--- config.mk ---
export PLATFORM = sky130hd
export DESIGN_NAME = result_uart_tx
export DESIGN_NICKNAME = d
export VERILOG_FILES = /design/src/rtl/result_uart_pkg.sv /design/src/rtl/uart_baud_gen.sv /design/src/rtl/result_uart_tx.sv
export SDC_FILE = /design/constraint.sdc
export NUM_CORES = 1
export LEC_CHECK = 0
export ABC_AREA = 1
export BUFFER_PORTS_ARGS = -buffer_cell sky130_fd_sc_hd__buf_2
export CAP_MARGIN = 20
export CORE_MARGIN = 4
export CORE_UTILIZATION = 45
export CTS_BUF_LIST = sky130_fd_sc_hd__clkbuf_4 sky130_fd_sc_hd__clkbuf_8
export CTS_CLUSTER_DIAMETER = 100
export DETAILED_ROUTE_END_ITERATION = 10
export PLACE_DENSITY = 0.74
export SLEW_MARGIN = 15
export SYNTH_ARGS = -nofsm -noshare
export SYNTH_HDL_FRONTEND = slang
export SYNTH_SLANG_ARGS = --single-unit
--- constraint.sdc ---
create_clock -name clk -period 3.16 [get_ports clk]
set_input_delay 0.316 -clock clk [delete_from_list [all_inputs] [get_ports clk]]
set_output_delay 0.316 -clock clk [all_outputs]
set_load 0.02 [all_outputs]
--- src/rtl/result_uart_pkg.sv ---
// Shared types and constants for the result-word UART transmitter.
package result_uart_pkg;

  typedef enum logic [2:0] {
    IDLE   = 3'd0,
    START  = 3'd1,
    DATA   = 3'd2,
    PARITY = 3'd3,
    STOP   = 3'd4
  } state_t;

  // Wide enough to index 8 data bits and up to 2 stop bits.
  localparam int unsigned BIT_CNT_W  = 3;
  // Baud counter covers CLK_DIV up to 65535.
  localparam int unsigned BAUD_CNT_W = 16;
  localparam logic        TX_IDLE_LVL = 1'b1;

endpackage

--- src/rtl/uart_baud_gen.sv ---
// Bit-period timer: loads CLK_DIV-1 on restart and counts down to 0.
// bit_tick is high on the last cycle of the current bit period.
module uart_baud_gen
  import result_uart_pkg::*;
#(
  parameter int unsigned CLK_DIV = 16
) (
  input  logic clk,
  input  logic rst_n,
  input  logic restart,
  output logic bit_tick
);

  logic [BAUD_CNT_W-1:0] cnt;

  // Down-counter, reloaded at every bit entry, parks at 0 otherwise.
  always_ff @(posedge clk or negedge rst_n) begin
    if (!rst_n) begin
      cnt <= '0;
    end else if (restart) begin
      cnt <= BAUD_CNT_W'(CLK_DIV - 1);
    end else if (cnt != '0) begin
      cnt <= cnt - 1'b1;
    end
  end

  assign bit_tick = (cnt == '0);

endmodule

--- src/rtl/result_uart_tx.sv ---
// Result-word UART transmitter: valid/ready input, 8N1/8E1 (1 or 2 stop
// bits) serial output on a registered, glitch-free tx line.
module result_uart_tx
  import result_uart_pkg::*;
#(
  parameter int unsigned CLK_DIV   = 16,
  parameter int unsigned PARITY_EN = 0,
  parameter int unsigned STOP_BITS = 1
) (
  input  logic       clk,
  input  logic       rst_n,
  input  logic       ena,
  input  logic [7:0] in_data,
  input  logic       in_valid,
  output logic       in_ready,
  output logic       tx,
  output logic       busy
);

  if (CLK_DIV < 2 || CLK_DIV > 65535) begin : g_bad_clk_div
    $error("result_uart_tx: CLK_DIV must be in 2..65535");
  end
  if (STOP_BITS < 1 || STOP_BITS > 2) begin : g_bad_stop_bits
    $error("result_uart_tx: STOP_BITS must be 1 or 2");
  end
  if (PARITY_EN > 1) begin : g_bad_parity_en
    $error("result_uart_tx: PARITY_EN must be 0 or 1");
  end

  state_t                 state, state_nxt;
  logic                   tx_q, tx_nxt;
  logic [7:0]             shift, shift_nxt;
  logic                   par, par_nxt;
  logic [BIT_CNT_W-1:0]   bit_cnt, cnt_nxt;
  logic                   run;
  logic                   restart;
  logic                   bit_tick;
  logic                   xfer;

  uart_baud_gen #(
    .CLK_DIV(CLK_DIV)
  ) u_baud (
    .clk     (clk),
    .rst_n   (rst_n),
    .restart (restart),
    .bit_tick(bit_tick)
  );

  // run is a one-flop out-of-reset flag so in_ready stays low while rst_n
  // is asserted and rises on the first edge after release.
  assign in_ready = ena && (state == IDLE) && run;
  assign xfer     = in_valid && in_ready;
  assign busy     = (state != IDLE);
  assign tx       = tx_q;

  // State, shift register, parity and registered tx line.
  always_ff @(posedge clk or negedge rst_n) begin
    if (!rst_n) begin
      state   <= IDLE;
      tx_q    <= TX_IDLE_LVL;
      shift   <= '0;
      par     <= 1'b0;
      bit_cnt <= '0;
      run     <= 1'b0;
    end else begin
      state   <= state_nxt;
      tx_q    <= tx_nxt;
      shift   <= shift_nxt;
      par     <= par_nxt;
      bit_cnt <= cnt_nxt;
      run     <= 1'b1;
    end
  end

  // Next-state logic; tx is computed one bit ahead so the register drives
  // each bit from its first cycle.
  always_comb begin
    state_nxt = state;
    tx_nxt    = tx_q;
    shift_nxt = shift;
    par_nxt   = par;
    cnt_nxt   = bit_cnt;
    restart   = 1'b0;
    case (state)
      IDLE: begin
        tx_nxt = TX_IDLE_LVL;
        if (xfer) begin
          state_nxt = START;
          tx_nxt    = 1'b0;
          shift_nxt = in_data;
          par_nxt   = ^in_data;
          cnt_nxt   = '0;
          restart   = 1'b1;
        end
      end
      START: begin
        if (bit_tick) begin
          state_nxt = DATA;
          tx_nxt    = shift[0];
          shift_nxt = {1'b0, shift[7:1]};
          cnt_nxt   = '0;
          restart   = 1'b1;
        end
      end
      DATA: begin
        if (bit_tick) begin
          restart = 1'b1;
          if (bit_cnt == BIT_CNT_W'(7)) begin
            cnt_nxt = '0;
            if (PARITY_EN != 0) begin
              state_nxt = PARITY;
              tx_nxt    = par;
            end else begin
              state_nxt = STOP;
              tx_nxt    = TX_IDLE_LVL;
            end
          end else begin
            cnt_nxt   = bit_cnt + 1'b1;
            tx_nxt    = shift[0];
            shift_nxt = {1'b0, shift[7:1]};
          end
        end
      end
      PARITY: begin
        if (bit_tick) begin
          state_nxt = STOP;
          tx_nxt    = TX_IDLE_LVL;
          cnt_nxt   = '0;
          restart   = 1'b1;
        end
      end
      STOP: begin
        tx_nxt = TX_IDLE_LVL;
        if (bit_tick) begin
          if (bit_cnt == BIT_CNT_W'(STOP_BITS - 1)) begin
            state_nxt = IDLE;
            cnt_nxt   = '0;
          end else begin
            cnt_nxt = bit_cnt + 1'b1;
            restart = 1'b1;
          end
        end
      end
      default: begin
        state_nxt = IDLE;
        tx_nxt    = TX_IDLE_LVL;
      end
    endcase
  end

endmodule

==> results of run 1 <==
==> flip-flops by register name, summed over array words and instances (netlist names) <==
| signal | flops |
|---|---|
| u_baud.cnt | 16 |
| shift | 8 |
| bit_cnt | 3 |
| state | 3 |
| run | 1 |
| tx | 1 |
==> cell families after synthesis <==
| group | share of synthesized area [%] |
|---|---|
| AND/OR/NAND/NOR | 39.00 |
| flip-flops | 40.65 |
| buffers and inverters | 6.278 |
| AO/OA/AOI/OAI | 5.834 |
| XOR/XNOR | 4.883 |
| adder cells (fa/ha/maj) | 3.171 |
| other | 0.1901 |
==> how the worst min path moves through the flow <==
stage	endpoint	slack (ns)	from	depth (start not counted)
2_1_floorplan	bit_cnt[0]	0.02	rst_n	0
6_report	u_baud.cnt[2]	0.07	rst_n	1
4_1_cts	u_baud.cnt[2]	0.10	rst_n	1
3_3_place_gp	u_baud.cnt[13]	0.41	rst_n	1
3_5_place_dp	u_baud.cnt[13]	0.41	rst_n	1
5_1_grt	u_baud.cnt[1]	0.14	rst_n	1
==> routing by layer <==
layer | vias to the layer above | part of all wire, % | GRT usage [%]
li1 | 877 | - | -
met1 | 767 | 50 | 23.00
met2 | 22 | 45 | 24.21
met3 | 7 | 3.1 | 3.784
met4 | 0 | 2.2 | 7.510
met5 | - | 0 | 0
==> placed cells by master, fill, tap and decap left out <==
master and count:
nand2_1 92, dfrtp_1 31, nor2_1 29, inv_1 27, nand3_1 19, buf_2 14
nor3_1 10, nor2_2 8, nand2_2 8, xor2_1 6, xnor2_1 5, ha_1 5
clkbuf_8 5, a21oi_2 3, o21ai_0 3, inv_2 2, nor2_4 2, nand2_4 2
o21bai_1 2, nand4_1 2, a21oi_1 2, o21ai_2 2, a21boi_0 2, or2_2 2
clkinvlp_4 2, a21oi_4 1, clkinv_1 1, clkinv_4 1, conb_1 1, dfstp_2 1
==> cell usage after synthesis (all sizes together) (5+ instances only) <==
library cell | n | area (sq um)
a21oi | 6 | 52.56
xnor2 | 5 | 43.79
xor2 | 6 | 52.55
nand3 | 19 | 95.09
ha | 5 | 62.56
nand2 | 102 | 417.9
inv | 29 | 108.9
nor2 | 39 | 181.4
nor3 | 10 | 50.05
dfrtp | 31 | 775.7
o21ai | 5 | 32.53
==> worst reg2reg max path, cell delays in order (launching register included) <==
cell,delay [ns]
dfrtp_1,0.41
inv_1,0.13
ha_1,0.21
inv_1,0.05
nor2_1,0.08
nand2_1,0.07
nor2_2,0.12
nand2_4,0.10
o21ai_2,0.45
inv_1,0.24
nand3_1,0.12
inv_1,0.04
==> layout make-up <==
type	instances	area share, %
Clock inverter	3	1.087
Clock buffer	5	3.146
Timing Repair Buffer	14	3.204
Multi-Input combinational cell	206	47.88
Inverter	30	5.149
Sequential cell	32	36.67
Tap cell	50	2.860
==> report_power, final <==
group	switching [mW]	leakage (nW)	internal, mW
Sequential	0.147	0.410	0.582
Combinational	0.765	0.729	0.418
Clock	0.162	0.0404	0.156
Total	1.07	1.18	1.16
==> metrics by stage <==
stage / area [sq um] / power [mW] / hold WS, ns
3_3_place_gp: 2095 / 1.898 / 0.4101
5_1_grt: 2187 / 2.458 / 0.1360
2_1_floorplan: 1973 / 1.669 / 0.02041
3_5_place_dp: 2095 / 1.917 / 0.4136
6_report: 2187 / 2.230 / 0.07286
4_1_cts: 2187 / 2.249 / 0.1015
==> metrics.yaml, run 1 <==
status:
  status: "finished clean"
cts:
  clk_latency_ns: 0.28
  ctsHtreeMaxLevel: 2
  holdBufCountCts: 0
  post_cts_buffers: 0
  cts_buffer_depth: 2
  cts_tree: "built"
  path_clk_slew_ns: 0.07
  cts_resized: 0
  clock_sinks: 32
  cts_made_buffers: 5
  root_buffer: "clkbuf_8"
setup_path:
  slowest_stage: "o21ai_2"
  crit_chain: "inv_1 > ha_1 > inv_1 > nor2_1 > nand2_1 > nor2_2 > nand2_4 > o21ai_2 > inv_1 > nand3_1 > inv_1"
  endpoint: "u_baud.cnt[4]"
  path_buf_inv: 4
  cpPeakStageDelay_ns: 0.45
  r2r.worst_path.cells: 11
  crit_family: "simple AND/OR/NAND/NOR gates"
  reg2reg_from: "u_baud.cnt[0]"
  regToRegEndpoint: "u_baud.cnt[4]"
  critPathCaptureType: "flop"
  crit_path_frequent_cell: "inv_1"
  ff2ff_setup_slack_ns: 1.04
  path_class: "flop to flop"
  crit_required_ns: 3.34
  cp.depth: 11
  crit_start: "u_baud.cnt[0]"
  crit_path_start_kind: "flop"
  worstPathMaxFanout: 11
  arrival_ns: 2.30
floorplan:
  die-area_sq_um: 5508
  coreArea_sq_um: 4115
  rows: 23
  start_util_pct: 47.95
  ios: 15
  die_w_um: 74.22
  die_h_um: 74.22
routing:
  drc: 0
  num_vias: 1673
  drt_iter0_markers: 111
  vias_per_cell: 4.921
  wire_per_inst_um: 11.63
  ant_nets: 0
  dr.pass1.iters: 4
  routed_wl_mm: 3.953
logic_synthesis:
  synth_ff_type: "dfrtp_1"
  syn_nets: 286
  synthArstFlopShare_pct: 100.0
  syn_avg_cell_area_sq_um: 7.335
  synth_cell_type_count: 27
  yosysWarnings: 0
  synthCells: 269
  synth-edff-count: 0
  ys_ff_latch: 32
  synth_area_sq_um: 1973
  ys_seq_area_share_pct: 40.65
final_layout:
  seqCellArea_sq_um: 802.0
  fillCellCount: 393
  final_cells: 340
  multi_input_area_sq_um: 1047
  utilization_pct: 53.15
  nets: 306
  num_antenna_cells: 0
  area_growth_pct: 10.84
  drive_above_1_share_pct: 18.28
sta:
  timing.final.crit_share_pct: 67.11
  worst_slack_ns: 1.039
  fmax_mhz: 471.6
  setup_viol: 0
  max_slew_margin_pct: 53.76
  worstMarginPinSlew_ns: 0.6935
  rsz0062_at_grt: "false"
  hold_violations: 0
  final.min_clock_period_ns: 2.121
  timing.clock.skew_ns: 0.005673
  drv_slew: 0
  setup_tns_ns: 0
worst_hold_path:
  hp-class: "input pin to asynchronous set/reset pin"
grt:
  grt_max_degree: 33
  antenna_found_initial: 0
  gr-total-overflow: 0
  track_usage_pct: 16.42
  grt_pass1_wl_mm: 6.920
  grt_pass1_vias: 1529
placed_design:
  gp_congestion: 0.8782
  post-place-cells: 332
  dp_slack_ns: 1.067
  portBuffers: 14
  place_hpwl_mm: 2.937
job:
  drv.max_cap_violation_count: 0
power:
  peakVddDrop_mv: 0.4273
  p_per_area_nw_per_um2: 1020
  p_leak_nw: 1.179
Note: power is estimated with default switching activity, not from simulation.
==> run 2, diff against run 1 <==
- PLACE_DENSITY: 0.74 -> 0.76
- clock period: 3.16 -> 1.9 ns (I/O delays scaled with it)
==> run 2 against run 1 <==
Register-to-register slack got worse by 0.87 ns. Sequential cell count unchanged. Final cell count increased by 0.59%. Sequential power increased by 66%. Critical path type unchanged. Highest routed layer unchanged. Clock power up 68%. Worst setup slack got worse by 0.87 ns. Worst hold slack improved by 0.096 ns. Clock skew grew 0.0028 ns. Maximum frequency grew 22%.
==> metrics.yaml, run 2 (same netlist as run 1, synthesis figures left out) <==
status:
  status: "finished clean"
placed_design:
  portBuffers: 14
  gp_congestion: 0.8601
  place_hpwl_mm: 3.106
  dp_slack_ns: 0.1753
  post-place-cells: 333
  dpl_cell_area_sq_um: 2102
routing:
  num_vias: 1703
  drt_iter0_markers: 150
  ant_nets: 0
  drc: 0
  routed_wl_mm: 4.047
  vias_per_cell: 4.980
  dr.pass1.iters: 4
  wire_per_inst_um: 11.83
setup_path:
  reg2reg_from: "u_baud.cnt[0]"
  crit_start: "u_baud.cnt[0]"
  path_class: "flop to flop"
  worstPathMaxFanout: 10
  arrival_ns: 1.94
  crit_path_start_kind: "flop"
  crit_required_ns: 2.11
  critPathCaptureType: "flop"
cts:
  post_cts_buffers: 0
  path_clk_slew_ns: 0.07
  ctsHtreeMaxLevel: 2
  cts_resized: 0
  root_buffer: "clkbuf_8"
  clk_latency_ns: 0.28
  holdBufCountCts: 1
  clock_sinks: 32
  cts_buffer_depth: 2
  cts_made_buffers: 5
  cts_tree: "built"
sta:
  drv_slew: 0
  hold_violations: 0
  fmax_mhz: 576.9
  worst_slack_ns: 0.1665
  setup_viol: 0
  max_slew_margin_pct: 53.77
  setup_tns_ns: 0
  rsz0062_at_grt: "false"
  fin_hold_ws_ns: 0.1692
  worstMarginPinSlew_ns: 0.6934
  final.min_clock_period_ns: 1.733
  timing.clock.skew_ns: 0.008468
  timing.final.crit_share_pct: 91.24
final_layout:
  top_regs: "u_baud.cnt (16), shift (8)"
  area_growth_pct: 11.73
  fillCellCount: 380
  layout_commonest_cell: "nand2_1"
  largest_register_ffs: 16
  top_register: "u_baud.cnt"
  nets: 308
  fin_area_sq_um: 2205
  final_cells: 342
  multi_input_area_sq_um: 1047
  final_cell_mix: "nand2_1 (92), dfrtp_1 (31), nor2_1 (29), inv_1 (27), nand3_1 (19)"
  drive_above_1_share_pct: 18.49
  num_antenna_cells: 0
  seqCellArea_sq_um: 802.0
  utilization_pct: 53.57
power:
  p_leak_nw: 1.199
  p_per_area_nw_per_um2: 1693
  peakVddDrop_mv: 0.6125
  power.total_mw: 3.733
grt:
  gr-total-overflow: 0
  grt_max_degree: 33
  track_usage_pct: 16.68
  grt_pass1_wl_mm: 7.127
  grt_pass1_vias: 1640
  antenna_found_initial: 0
floorplan:
  start_util_pct: 47.95
  die_w_um: 74.22
  coreArea_sq_um: 4115
  die-area_sq_um: 5508
  rows: 23
  die_h_um: 74.22
  ios: 15
job:
  drv.max_cap_violation_count: 0
worst_hold_path:
  min-delay-start: "in_data[7]"
  hp-class: "input pin to flop"
## run 2: power by group
part / internal, mW / total [mW] / switching [mW]
registers: 0.969 / 1.21 / 0.246
clock network: 0.289 / 0.535 / 0.246
logic: 0.702 / 1.98 / 1.28
## run 2: worst max-delay path, cell delays in order, from the launching register on
cell,delay (ns)
dfrtp_1,0.41
inv_1,0.13
ha_1,0.20
inv_1,0.05
nor2_1,0.08
nand2_1,0.06
nor2_2,0.12
nand2_4,0.10
o21ai_2,0.18
buf_4,0.20
nor2_2,0.04
nor2_1,0.09
## run 2: layer usage
layer	wire [um]	global-route usage, %	vias to the layer above
li1	-	-	877
met1	1964	22.22	798
met2	1920	26.18	24
met3	112	4.324	4
met4	48	6.324	0
met5	0	0	-
## run 2: final timing paths
kind,to,slack [ns],cells after the start
setup reg to reg,u_baud.cnt[14],0.17,11
hold / removal,shift[7],0.17,3
setup / recovery,u_baud.cnt[14],0.17,11
max in group asynchronous,shift[7],0.96,2
hold reg to reg,shift[5],0.48,2
min in group asynchronous,u_baud.cnt[5],0.48,2
## run 2: area by class of cell
cell class	count	area share (%)
inverters	30	5.108
clock buffers	6	3.746
well taps	50	2.838
repair buffers	16	3.973
flip-flops and latches	32	36.38
multi-input cells	206	47.50
clock inverters	2	0.4540
==> run 3, diff against run 2 <==
- SETUP_SLACK_MARGIN: default -> 0.5
==> run 3 against run 2 <==
Die area is the same. Via count is 15% higher. Total power rose by 34%. Non-clock buffer count up 31. First-iteration DRC count shrank 14%. Combinational power increased by 56%. Sequential cell count unchanged. Worst setup slack better by 0.13 ns. Utilization rose by 13 points. Worst hold slack got worse by 0.016 ns.
==> metrics.yaml, run 3 (same netlist as run 1, synthesis figures left out) <==
floorplan:
  ios: 15
  die-area_sq_um: 5508
  die_h_um: 74.22
  rows: 23
  coreArea_sq_um: 4115
  start_util_pct: 47.95
  die_w_um: 74.22
grt:
  antenna_found_initial: 0
  track_usage_pct: 20.16
  grt_pass1_vias: 1863
  gr-total-overflow: 0
  grt_max_degree: 33
  grt_pass1_wl_mm: 8.418
final_layout:
  num_antenna_cells: 0
  nets: 340
  drive_above_1_share_pct: 40.12
  final_cells: 374
  fillCellCount: 300
  layout_commonest_cell: "nand2_1"
  largest_register_ffs: 16
  utilization_pct: 66.43
  final_cell_mix: "nand2_1 (82), dfrtp_1 (27), buf_4 (26), nor2_1 (21), inv_1 (20)"
  fin_area_sq_um: 2734
  top_regs: "u_baud.cnt (16), shift (8)"
  top_register: "u_baud.cnt"
  area_growth_pct: 38.55
sta:
  rsz0062_at_grt: "true"
  final.min_clock_period_ns: 1.605
  timing.final.crit_share_pct: 84.48
  fmax_mhz: 623.0
  setup_viol: 0
  setup_tns_ns: 0
  drv_slew: 0
  max_slew_margin_pct: 52.20
  hold_violations: 0
  worstMarginPinSlew_ns: 0.7170
  timing.clock.skew_ns: 0.008977
cts:
  ctsHtreeMaxLevel: 2
  clock_sinks: 32
  clk_latency_ns: 0.29
  cts_buffer_depth: 2
  cts_tree: "built"
  root_buffer: "clkbuf_8"
  cts_made_buffers: 5
  path_clk_slew_ns: 0.08
placed_design:
  portBuffers: 14
  post-place-cells: 333
  dpl_cell_area_sq_um: 2150
  place_hpwl_mm: 3.047
  gp_congestion: 0.8957
setup_path:
  arrival_ns: 1.78
  crit_family: "simple AND/OR/NAND/NOR gates"
  crit_path_start_kind: "flop"
  ff2ff_setup_slack_ns: 0.29
  crit_chain: "inv_2 > ha_4 > inv_2 > nor2_1 > nand2_1 > nor2_2 > nand2_4 > o21ai_4 > buf_6 > nor3_1"
  crit_required_ns: 2.07
  path_class: "flop to flop"
  slowest_stage: "dfrtp_1"
  path_buf_inv: 3
  critPathCaptureType: "flop"
  crit_path_frequent_cell: "inv_2"
  worstPathMaxFanout: 8
  cpPeakStageDelay_ns: 0.39
routing:
  wire_per_inst_um: 14.10
  drc: 0
  vias_per_cell: 5.214
  ant_nets: 0
  routed_wl_mm: 5.274
  dr.pass1.iters: 4
  num_vias: 1950
  drt_iter0_markers: 129
worst_hold_path:
  hp-class: "input pin to flop"
status:
  status: "finished clean"
power:
  p_leak_nw: 1.397
  power.total_mw: 5.017
  p_per_area_nw_per_um2: 1835
  peakVddDrop_mv: 1.104
job:
  drv.max_cap_violation_count: 0
## run 3: area by class of cell
type	instances	area [sq um]	area share, %
clock buffer	5	68.82	2.517
clock inverter	3	42.54	1.556
inverter	30	118.9	4.348
multi-input combinational	207	1270	46.45
sequential	32	807.0	29.52
tap	50	62.56	2.288
timing repair buffer	47	364.1	13.32
## run 3: tightest hold or removal path: cells and delay by family
| kind | cells | cell delay (ns) |
|---|---|---|
| buffers and inverters | 1 | 0.10 |
| AND/OR/NAND/NOR | 1 | 0.07 |
| AO/OA/AOI/OAI | 1 | 0.05 |
## run 3: metrics by stage
stage | hold WS, ns | setup slack (ns)
floorplan | -0.1056 | 0.4268
global placement | 0.2867 | 0.3088
detailed placement | 0.2851 | 0.2545
CTS | 0.1514 | 0.3267
global route | 0.1591 | 0.2197
finish | 0.1531 | 0.2949
## run 3: layer usage
layer / GRT usage (%) / vias up / part of all wire [%]
met3: 4.865 / 20 / 4.9
met2: 33.86 / 70 / 51
met1: 24.39 / 908 / 41
met4: 9.486 / 0 / 3.6
met5: 0 / - / 0
li1: - / 952 / -
## run 3: final timing paths
kind | from | to | depth (start not counted)
max reg2reg | u_baud.cnt[1] | u_baud.cnt[10] | 10
min in group asynchronous | rst_n | u_baud.cnt[11] | 2
max | u_baud.cnt[1] | u_baud.cnt[10] | 10
min reg2reg | shift[1] | shift[1] | 2
max in group asynchronous | rst_n | u_baud.cnt[3] | 2
min | in_data[7] | shift[7] | 3
## run 3: where the power goes
group          switching [mW]  internal (mW)
logic                    1.78           1.31
clock network           0.277          0.388
registers               0.282          0.976
total                    2.34           2.68
## run 3: what timing repair did
item / in CTS / in global routing
hold buffers: 1 / 0
buffers inserted: 24 / 7
endpoints found under the setup margin: 31 / 33
hold endpoints to repair: 31 / 0
cloned: 1 / 0
pin swaps: 20 / 16
resized for setup: 32 / 26
